`src/rtl/conv_mac_multich.sv`:
```
`default_nettype none
// ============================================================================
// Module   : conv_mac_multich
// Brief    : Multi-channel signed convolution MAC. Each beat carries one
//            KERNEL x KERNEL data window and its weight window for a single
//            input channel. The beat's dot product goes through a registered
//            product stage and a registered sum stage. C_IN consecutive beats
//            are accumulated into one output pixel. The pixel is then
//            arithmetically shifted, optionally rectified, and saturated.
// Options  : CONV_MAC_RELU_EN - when defined, a negative shifted result gives
//            d_out = 0 with sat = 0 (acc_out remains unrectified).
// Ports    : clk, rst        - clock and synchronous active-high reset
//            data2conv       - KK signed N-bit elements, element i at [i*N +: N]
//            w               - KK signed M-bit weights, element i at [i*M +: M]
//            en_in           - beat valid (no backpressure)
//            clr             - abandon the current pixel
//            acc_out         - full-precision pixel sum
//            d_out, sat      - shifted/saturated pixel and clip flag
//            en_out          - one-cycle pulse, pixel outputs valid
//            ch_idx          - channel index the next accepted beat will take
// Revision : 1.0 - initial release
// ============================================================================
module conv_mac_multich #(
    parameter int KERNEL = 3,
    parameter int N      = 4,
    parameter int M      = 4,
    parameter int C_IN   = 4,
    parameter int E      = 6,
    parameter int ACC_W  = N + M + E,
    parameter int OUT_W  = 8,
    parameter int SHIFT  = 0,
    localparam int CH_W  = (C_IN > 1) ? $clog2(C_IN) : 1
) (
    input  logic                        clk,
    input  logic                        rst,
    input  logic [KERNEL*KERNEL*N-1:0]  data2conv,
    input  logic [KERNEL*KERNEL*M-1:0]  w,
    input  logic                        en_in,
    input  logic                        clr,
    output logic signed [ACC_W-1:0]     acc_out,
    output logic signed [OUT_W-1:0]     d_out,
    output logic                        sat,
    output logic                        en_out,
    output logic [CH_W-1:0]             ch_idx
);

    localparam int c_kk    = KERNEL * KERNEL;
    localparam int c_pw    = N + M;
    localparam int c_cnt_w = $clog2(C_IN + 1);
    localparam int c_ext_w = ((ACC_W > OUT_W) ? ACC_W : OUT_W) + 1;

    localparam logic [0:0] c_st_idle  = 1'b0;
    localparam logic [0:0] c_st_accum = 1'b1;

    localparam logic [c_cnt_w-1:0] c_cnt_last = c_cnt_w'(C_IN);
    localparam logic [CH_W-1:0]    c_ch_last  = CH_W'(C_IN - 1);
    localparam logic [CH_W-1:0]    c_ch_first = CH_W'((C_IN > 1) ? 1 : 0);

    localparam logic signed [c_ext_w-1:0] c_sat_max =
        {{(c_ext_w - OUT_W + 1){1'b0}}, {(OUT_W - 1){1'b1}}};
    localparam logic signed [c_ext_w-1:0] c_sat_min =
        {{(c_ext_w - OUT_W + 1){1'b1}}, {(OUT_W - 1){1'b0}}};

    // ------------------------------------------------------------------
    // Stage P: element-wise signed products
    // ------------------------------------------------------------------
    logic signed [c_pw-1:0] w_prod [c_kk];
    logic signed [c_pw-1:0] r_prod [c_kk];
    logic                   r_p_vld;

    generate
        for (genvar gi = 0; gi < c_kk; gi++) begin : g_prod
            logic signed [c_pw-1:0] w_a;
            logic signed [c_pw-1:0] w_b;
            // Both operands are widened to the product width so the
            // low c_pw bits of the multiply are the exact signed product.
            assign w_a = {{M{data2conv[gi*N+N-1]}}, data2conv[gi*N +: N]};
            assign w_b = {{N{w[gi*M+M-1]}}, w[gi*M +: M]};
            assign w_prod[gi] = w_a * w_b;
        end
    endgenerate

    always_ff @(posedge clk) begin
        r_prod <= w_prod;
    end

    // A beat presented during clr is still accepted as channel 0 of the
    // next pixel, so P loads en_in regardless of clr.
    always_ff @(posedge clk) begin
        if (rst) begin
            r_p_vld <= 1'b0;
        end else begin
            r_p_vld <= en_in;
        end
    end

    // ------------------------------------------------------------------
    // Stage T: sum of products, sign-extended to the accumulator width
    // ------------------------------------------------------------------
    logic signed [ACC_W-1:0] w_sum;
    logic signed [ACC_W-1:0] r_sum;
    logic                    r_t_vld;

    always_comb begin
        w_sum = '0;
        for (int i = 0; i < c_kk; i++) begin
            w_sum = w_sum + {{(ACC_W - c_pw){r_prod[i][c_pw-1]}}, r_prod[i]};
        end
    end

    always_ff @(posedge clk) begin
        r_sum <= w_sum;
    end

    always_ff @(posedge clk) begin
        if (rst || clr) begin
            r_t_vld <= 1'b0;
        end else begin
            r_t_vld <= r_p_vld;
        end
    end

    // ------------------------------------------------------------------
    // Stage A: channel accumulation controller
    // ------------------------------------------------------------------
    logic [0:0]              r_state;
    logic signed [ACC_W-1:0] r_acc;
    logic [c_cnt_w-1:0]      r_cnt;
    logic signed [ACC_W-1:0] w_acc_next;
    logic [c_cnt_w-1:0]      w_cnt_next;
    logic                    w_done;

    assign w_acc_next = (r_state == c_st_idle) ? r_sum : (r_acc + r_sum);
    assign w_cnt_next = (r_state == c_st_idle) ? c_cnt_w'(1) : (r_cnt + c_cnt_w'(1));
    assign w_done     = (w_cnt_next == c_cnt_last);

    // Rescale and saturate the completing pixel sum.
    logic signed [c_ext_w-1:0] w_ext;
    logic signed [c_ext_w-1:0] w_shift;
    logic signed [OUT_W-1:0]   w_d;
    logic                      w_sat;

    assign w_ext   = {{(c_ext_w - ACC_W){w_acc_next[ACC_W-1]}}, w_acc_next};
    assign w_shift = w_ext >>> SHIFT;

    always_comb begin
        w_d   = w_shift[OUT_W-1:0];
        w_sat = 1'b0;
`ifdef CONV_MAC_RELU_EN
        if (w_shift[c_ext_w-1]) begin
            w_d   = '0;
            w_sat = 1'b0;
        end else if (w_shift > c_sat_max) begin
            w_d   = c_sat_max[OUT_W-1:0];
            w_sat = 1'b1;
        end
`else
        if (w_shift > c_sat_max) begin
            w_d   = c_sat_max[OUT_W-1:0];
            w_sat = 1'b1;
        end else if (w_shift < c_sat_min) begin
            w_d   = c_sat_min[OUT_W-1:0];
            w_sat = 1'b1;
        end
`endif
    end

    always_ff @(posedge clk) begin
        if (rst || clr) begin
            r_state <= c_st_idle;
            r_acc   <= '0;
            r_cnt   <= '0;
            acc_out <= '0;
            d_out   <= '0;
            sat     <= 1'b0;
            en_out  <= 1'b0;
        end else begin
            en_out <= 1'b0;
            if (r_t_vld) begin
                if (w_done) begin
                    r_state <= c_st_idle;
                    r_acc   <= '0;
                    r_cnt   <= '0;
                    acc_out <= w_acc_next;
                    d_out   <= w_d;
                    sat     <= w_sat;
                    en_out  <= 1'b1;
                end else begin
                    r_state <= c_st_accum;
                    r_acc   <= w_acc_next;
                    r_cnt   <= w_cnt_next;
                end
            end
        end
    end

    // ------------------------------------------------------------------
    // Input-side channel index: counts accepted beats modulo C_IN
    // ------------------------------------------------------------------
    logic [CH_W-1:0] w_ch_inc;

    assign w_ch_inc = (ch_idx == c_ch_last) ? '0 : (ch_idx + CH_W'(1));

    always_ff @(posedge clk) begin
        if (rst) begin
            ch_idx <= '0;
        end else if (clr) begin
            ch_idx <= en_in ? c_ch_first : '0;
        end else if (en_in) begin
            ch_idx <= w_ch_inc;
        end
    end

endmodule
`default_nettype wire

```
`config.mk`:
```
export PLATFORM = sky130hd
export DESIGN_NAME = conv_mac_multich
export DESIGN_NICKNAME = d
export VERILOG_FILES = /design/src/rtl/conv_mac_multich.sv
export SDC_FILE = /design/constraint.sdc
export NUM_CORES = 1
export LEC_CHECK = 0
export ABC_CLOCK_PERIOD_IN_PS = 5300
export CORE_MARGIN = 3
export CORE_UTILIZATION = 59
export CTS_CLUSTER_SIZE = 24
export DETAILED_ROUTE_END_ITERATION = 10
export PLACE_DENSITY = 0.81
export SYNTH_ARGS = -nofsm -noshare
export SYNTH_HDL_FRONTEND = slang
export SYNTH_SLANG_ARGS = --single-unit
```
`constraint.sdc`:
```
create_clock -name clk -period 5.3 [get_ports clk]
set_input_delay 1.06 -clock clk [delete_from_list [all_inputs] [get_ports clk]]
set_output_delay 1.06 -clock clk [all_outputs]
set_load 0.05 [all_outputs]
```
==> reports/metrics.sh, run 1 <==
RUN_STATUS='finished, final reports clean'
SYNTH_LARGEST_TYPE_AREA_FRACTION_PCT=24.89
FIN_WORST_SKEW_NS=0.009131
DETAILED_ROUTER_ITERATION_COUNT_BEFORE_ANTENNA_REPAIR=4
SYN_TO_FINAL_GROWTH_PCT=16.66
HOLD_VIOLATION_COUNT_IN_THE_FINAL_REPORT=0
DIE_H_UM=144.6
NUMPLACEDINSTANCES=1500
SYNTH.MOST_COMMON_CELL='inv_1'
CTSHOLDBUFFERS=0
REGTOREGSETUPSLACK_NS=0.77
HOLD_PATH_CLASS='reg -> reg'
SYNTH_TOP_AREA_CELL='fa_1'
MAX_CAP_VIOL=0
WORST-SETUP-PATH-TYPE='reg -> reg'
POSTSYNTHAREAPERCELL_UM2=9.618
CLOCK_INSERTION_DELAY_WORST_SKEW_NS=0.42
DRCVIOLATIONCOUNT=0
FINAL_DESIGN_AREA_NO_FILL_MM2=0.01323
MAXIMUM_NUMBER_OF_PINS_ON_ONE_NET_BEFORE_GLOBAL_ROUTE_REPAIR=33
ROUTED_WIRELENGTH_UM=21420
LAYOUTNONFILLERINSTCOUNT=1532
DP_HPWL_UM=17610
CTS.REPAIR_TIMING.SETUP_BUFFER_COUNT=0
R2R_CELLS=16
YOSYSSEQAREASHARE_PCT=23.30
WORST_SLEW_PIN_SLEW_NS=1.137
PLACER_CONGESTION=0.8492
ROUTED_VIA_DENSITY=5.179
ENDPOINT_TYPE_OF_THE_WORST_SETUP_PATH='register'
SYNTH.DISTINCT_CELLS=58
MAX_CLOCK_FREQ_GHz=0.2209
SYNTH.NET_COUNT=1532
PROPORTION_OF_REGISTER_BITS_WITH_ASYNCHRONOUS_SET_OR_RESET_AFTER_SYNTHESIS_PCT=0
FIN_CRIT_NS=4.527
CLOCK_EDGE_TRANSITION_AT_THE_REGISTERS_ON_THE_REPORTED_SETUP_AND_HOLD_PATHS_NS=0.06
CORE_MM2=0.01877
NUMBER_OF_FAILING_SETUP_ENDPOINTS_IN_THE_FINAL_TIMING_REPORT=0
CTS.PATH.MAX_BUFFERS=2
RSZ0062_AT_GRT='no'
YOSYS_MOST_USED_DFF='dfxtp_1'
PLACEMENT.IO_BUFFERS=101
PLACE_AREA_MM2=0.01259
GRT_USAGE_PCT=21.84
ROW_COUNT=50
ANTENNA_FOUND_INITIAL=0
WORSTHOLDPATHCELLS=1
GRT_FIRST_PASS_WIRELENGTH_UM=36630
TRITONCTS='built'
CTS-BUFFERS-INSERTED=17
GRT_PASS1_VIAS=8254
CP-START-KIND='register'
GRT-OVFL-TOTAL=0
WORSTHOLDSTART='r_p_vld'
YS.WARNINGS.COUNT=0
CRITPATHMAXFANOUT=4
CTS-ROOT-BUF='clkbuf_16'
RELSLEWSLACK_PCT=24.05
INITIAL_UTILIZATION_PCT=60.42
RR_ENDPOINT='r_sum[13]'
LAYOUT.FILLER_CELLS=1389
TOTAL_NUMBER_OF_VIAS=7934
CTS_HTREE_LEVELS=4
LAYOUT_WORST_PATH_CYCLE_SHARE_PCT=85.42
SYNTH_ENABLE_FLOP_CELLS=0
FIN_NETS=1638
ANT_NETS=0
CRITICAL_PATH.REG2REG.STARTPOINT='r_prod[3]'
REQUIRED_ARRIVAL_TIME_AT_THE_WORST_ENDPOINT_NS=5.67
SYNTH.AREA.TOP_CELLS='fa_1, dfxtp_1, ha_1, inv_1, xnor2_1'
FIN_SETUP_TNS_NS=0
DIE_W_UM=144.6
SYN_AREA_MM2=0.01134
DRT-WIRELENGTH-PER-CELL_UM=13.98
CLOCK_SINK_COUNT=132
SYNTHCELLS=1179
YOSYS_REGISTER_BITS=132
NUM_IO_PINS=102
SLEW_VIOL_FINAL=0
SYNTHTOPCELLSBYCOUNT='inv_1, fa_1, ha_1'
POST_CTS.RESIZED_INSTANCES=0
DRT_FIRST_ITER_VIOLATIONS=284
ANTENNADIODECOUNT=0
LAYOUT-DRIVE-GT1-SHARE_PCT=3.852
ARRIVAL_TIME_WORST_ENDPOINT_NS=4.90
DIE-AREA_MM2=0.02092
HOLDPATHEND='r_t_vld'
==> cell usage in the layout (no fill, tap or decap), drive strengths merged, types with 3 or more instances in the layout <==
master	Yosys	routed
inv	244	244
fa	141	141
ha	136	136
dfxtp	132	132
clkdlybuf4s50	0	101
nand2	72	72
xnor2	68	68
and2	64	64
a21oi	61	61
nor2	48	48
nand2b	42	42
a21o	25	25
clkbuf	12	23
o21ai	15	15
nor3	14	14
nor2b	11	11
xor2	9	9
a211oi	9	9
mux2	8	8
a22oi	7	7
o21bai	5	5
o21a	5	5
clkinv	0	5
nand4	4	4
nor4	4	4
bufinv	0	4
or3	3	3
o211ai	3	3
a221oi	3	3
o31ai	3	3
==> through the flow <==
step | worst slack (ns) | utilization, % | hold slack (ns)
2_1_floorplan | 1.040 | - | 0.4057
3_3_place_gp | 0.8879 | 67.09 | 0.4218
3_5_place_dp | 0.7875 | 67.09 | 0.4210
4_1_cts | 0.7664 | 70.49 | 0.4392
5_1_grt | 0.4374 | 70.49 | 0.4720
6_report | 0.7727 | 70.49 | 0.4324
==> cell type report <==
type / count / area, um2 / area share [%]
clock buffer: 23 / 488.0 / 3.689
clock inverter: 9 / 148.9 / 1.126
inverter: 244 / 915.9 / 6.923
multi-input combinational: 788 / 7722 / 58.38
sequential: 132 / 2643 / 19.98
tap: 234 / 292.8 / 2.213
timing repair buffer: 102 / 1018 / 7.699
==> logic make-up after synthesis <==
kind of cell | Yosys count | share of synthesized area, %
fa+ha+maj | 277 | 39.90
simple gates | 271 | 12.27
buf+inv | 259 | 8.595
compound gates | 154 | 9.103
flops | 132 | 23.30
xor+xnor | 77 | 5.947
mux | 9 | 0.8827
==> flip-flops by register name, indices dropped and copies added (netlist names) <==
register,cells
en_out,1
acc_out,14
r_p_vld,1
sat,1
r_sum,14
r_cnt,3
r_t_vld,1
ch_idx,2
r_prod,72
r_acc,14
d_out,8
r_state,1
==> metal layers <==
metal / GRT usage, % / wire (um) / up-vias
li1: - / - / 3931
met3: 3.869 / 601 / 34
met1: 26.42 / 9097 / 3829
met2: 39.67 / 11200 / 140
met5: 0 / 0 / -
met4: 6.578 / 524 / 0
==> worst max-delay path by stage <==
stage	slack, ns	from	to
final	0.77	r_prod[3]	r_sum[13]
after global routing	0.44	r_prod[3]	r_sum[13]
after CTS	0.77	r_prod[2]	r_sum[12]
after detailed placement	0.79	r_prod[2]	r_sum[12]
after global placement	0.89	r_prod[2]	r_sum[10]
after floorplan	1.04	r_prod[2]	r_sum[10]
==> worst max-delay path, stage by stage (launching register included) <==
cell and delay (ns):
dfxtp_1 0.33, inv_1 0.08, fa_1 0.54, inv_1 0.06
fa_1 0.52, fa_1 0.54, inv_1 0.05, fa_1 0.52
inv_1 0.07, ha_1 0.29, a21o_1 0.18, a21oi_1 0.21
o21bai_1 0.09, a21oi_1 0.20, o21ai_0 0.22, a2111oi_0 0.44
or3_1 0.16
Power of run 1 is not shown: default switching activity piles up to over one toggle a cycle in this logic, so the estimate is an artifact.
==> inputs of run 2 (changes only) <==
--- a/config.mk
+++ b/config.mk
@@ -10,7 +10,9 @@
 export CORE_UTILIZATION = 59
 export CTS_CLUSTER_SIZE = 24
 export DETAILED_ROUTE_END_ITERATION = 10
+export GPL_ROUTABILITY_DRIVEN = 0
 export PLACE_DENSITY = 0.81
+export RECOVER_POWER = 100
 export SYNTH_ARGS = -nofsm -noshare
 export SYNTH_HDL_FRONTEND = slang
 export SYNTH_SLANG_ARGS = --single-unit
==> constraint.sdc (replaced) <==
create_clock -name clk -period 5.3 [get_ports clk]
set_input_delay 1.06 -clock clk [delete_from_list [all_inputs] [get_ports clk]]
set_output_delay 1.06 -clock clk [all_outputs]
set_load 0.005 [all_outputs]
==> run 2 against run 1 <==
Against the previous run:
- the flow now finishes with violations (capacitance limit, slew limit)
- worst hold slack better by 0.0014 ns
- wire length about the same
- flip-flop and latch count unchanged
- maximum frequency about the same
- first-iteration DRC count down 3.5%
- register-to-register slack about the same
- die area unchanged
- via count up 0.24%
- global-route usage unchanged
==> reports/metrics.sh, run 2 (synthesized netlist as in run 1, its figures left out) <==
REQUIRED_ARRIVAL_TIME_AT_THE_WORST_ENDPOINT_NS=5.67
ARRIVAL_TIME_WORST_ENDPOINT_NS=4.90
LAYOUT_WORST_PATH_CYCLE_SHARE_PCT=85.47
CLOCK_SINK_COUNT=132
DIE_W_UM=144.6
ANT_NETS=0
RSZ0062_AT_GRT='no'
DETAILED_ROUTER_ITERATION_COUNT_BEFORE_ANTENNA_REPAIR=5
CTS-ROOT-BUF='clkbuf_16'
CP-START-KIND='register'
ANTENNA_FOUND_INITIAL=0
LAYOUTNONFILLERINSTCOUNT=1532
CTSHOLDBUFFERS=0
CRIT_SLOWEST_CELL='fa_1'
FINAL_CORE_OCC_PCT=70.49
MAX_CLOCK_FREQ_GHz=0.2208
LAYOUT.FILLER_CELLS=1389
HOLD_PATH_CLASS='reg -> reg'
MAX_STAGE_DELAY_NS=0.54
POST_CTS.RESIZED_INSTANCES=0
DP_HPWL_UM=17610
CLOCK_EDGE_TRANSITION_AT_THE_REGISTERS_ON_THE_REPORTED_SETUP_AND_HOLD_PATHS_NS=0.06
NUMPLACEDINSTANCES=1500
GRT-OVFL-TOTAL=0
FAILED_CHECKS='capacitance limit, slew limit'
NUMBER_OF_FAILING_SETUP_ENDPOINTS_IN_THE_FINAL_TIMING_REPORT=0
LARGEST-REGISTER='r_prod'
TRITONCTS='built'
TIMING.CRITICAL_PATH.BUF_INV=4
FIN_CRIT_NS=4.530
CTS.REPAIR_TIMING.SETUP_BUFFER_COUNT=0
GRT_FIRST_PASS_WIRELENGTH_UM=36630
CRIT_FAMILY='adder cells'
LAYOUT.CELLS.MOST_COMMON='inv_1'
NUM_IO_PINS=102
PLACEMENT.IO_BUFFERS=101
WORST_SLEW_PIN_SLEW_NS=1.858
FIN_WORST_SKEW_NS=0.007970
CLOCK_INSERTION_DELAY_WORST_SKEW_NS=0.42
MAX_REG_FLOPS=72
ROW_COUNT=50
GRT_USAGE_PCT=21.84
ROUTED_WIRELENGTH_UM=21420
LAYOUT_COMMON_CELLS='inv_1, fa_1, ha_1'
CTS_HTREE_LEVELS=4
FIN_SETUP_TNS_NS=0
RUN_STATUS='finished with violations'
CP_CELL_SEQUENCE='inv_1, fa_1, inv_1, fa_1, fa_1, inv_1, fa_1, inv_1, ha_1, a21o_1, a21oi_1, o21bai_1, a21oi_1, o21ai_0, a2111oi_0, or3_1'
CTS.PATH.MAX_BUFFERS=2
RELSLEWSLACK_PCT=-23.88
DIE-AREA_MM2=0.02092
MAXIMUM_NUMBER_OF_PINS_ON_ONE_NET_BEFORE_GLOBAL_ROUTE_REPAIR=33
MAX_CAP_VIOL=1
DRT-WIRELENGTH-PER-CELL_UM=13.98
CORE_MM2=0.01877
CTS-BUFFERS-INSERTED=17
ROUTED_VIA_DENSITY=5.191
ANTENNADIODECOUNT=0
SYN_TO_FINAL_GROWTH_PCT=16.66
CRITPATHMAXFANOUT=4
DRT_FIRST_ITER_VIOLATIONS=274
WORST-SETUP-PATH-TYPE='reg -> reg'
HOLD_VIOLATION_COUNT_IN_THE_FINAL_REPORT=0
GRT_PASS1_VIAS=8254
DIE_H_UM=144.6
FIN_NETS=1638
INITIAL_UTILIZATION_PCT=60.42
SLEW_VIOL_FINAL=33
DRCVIOLATIONCOUNT=0
ENDPOINT_TYPE_OF_THE_WORST_SETUP_PATH='register'
TOTAL_NUMBER_OF_VIAS=7953
LAYOUT-DRIVE-GT1-SHARE_PCT=3.775
[run 2: area by class of cell]
| type | instances | area (um2) | area share (%) |
|---|---|---|---|
| clock buffer | 23 | 488.0 | 3.689 |
| sequential | 132 | 2643 | 19.98 |
| inverter | 244 | 915.9 | 6.923 |
| tap | 234 | 292.8 | 2.213 |
| multi-input combinational | 788 | 7722 | 58.38 |
| clock inverter | 9 | 148.9 | 1.126 |
| timing repair buffer | 102 | 1018 | 7.699 |
[run 2: per-layer routing]
layer | up-vias | track usage (%) | part of all wire, %
met5 | - | 0 | 0
met2 | 145 | 39.67 | 52
li1 | 3931 | - | -
met4 | 0 | 6.578 | 2.4
met1 | 3842 | 26.42 | 43
met3 | 35 | 3.869 | 2.8
[run 2: path summary, 6_finish.rpt]
check / start / endpoint / slack [ns] / cells after the start
hold / removal: r_p_vld / r_t_vld / 0.43 / 1
setup reg to reg: r_prod[3] / r_sum[13] / 0.77 / 16
setup / recovery: r_prod[3] / r_sum[13] / 0.77 / 16
hold reg to reg: r_p_vld / r_t_vld / 0.43 / 1
[run 2: worst reg2reg max path, stage by stage, from the launching register on]
cell and delay, ns:
dfxtp_1 0.33, inv_1 0.08, fa_1 0.54, inv_1 0.06
fa_1 0.52, fa_1 0.54, inv_1 0.05, fa_1 0.52
inv_1 0.07, ha_1 0.29, a21o_1 0.18, a21oi_1 0.21
o21bai_1 0.09, a21oi_1 0.20, o21ai_0 0.22, a2111oi_0 0.44
or3_1 0.16
[run 2: metrics by stage]
step / hold slack [ns] / setup slack, ns / area, um2
after global routing: 0.4720 / 0.4374 / 13230
after detailed placement: 0.4210 / 0.7875 / 12590
after CTS: 0.4392 / 0.7664 / 13230
after floorplan: 0.4057 / 1.040 / 11340
after global placement: 0.4218 / 0.8879 / 12590
final: 0.4339 / 0.7703 / 13230
Power of run 2 is left out for the same reason.
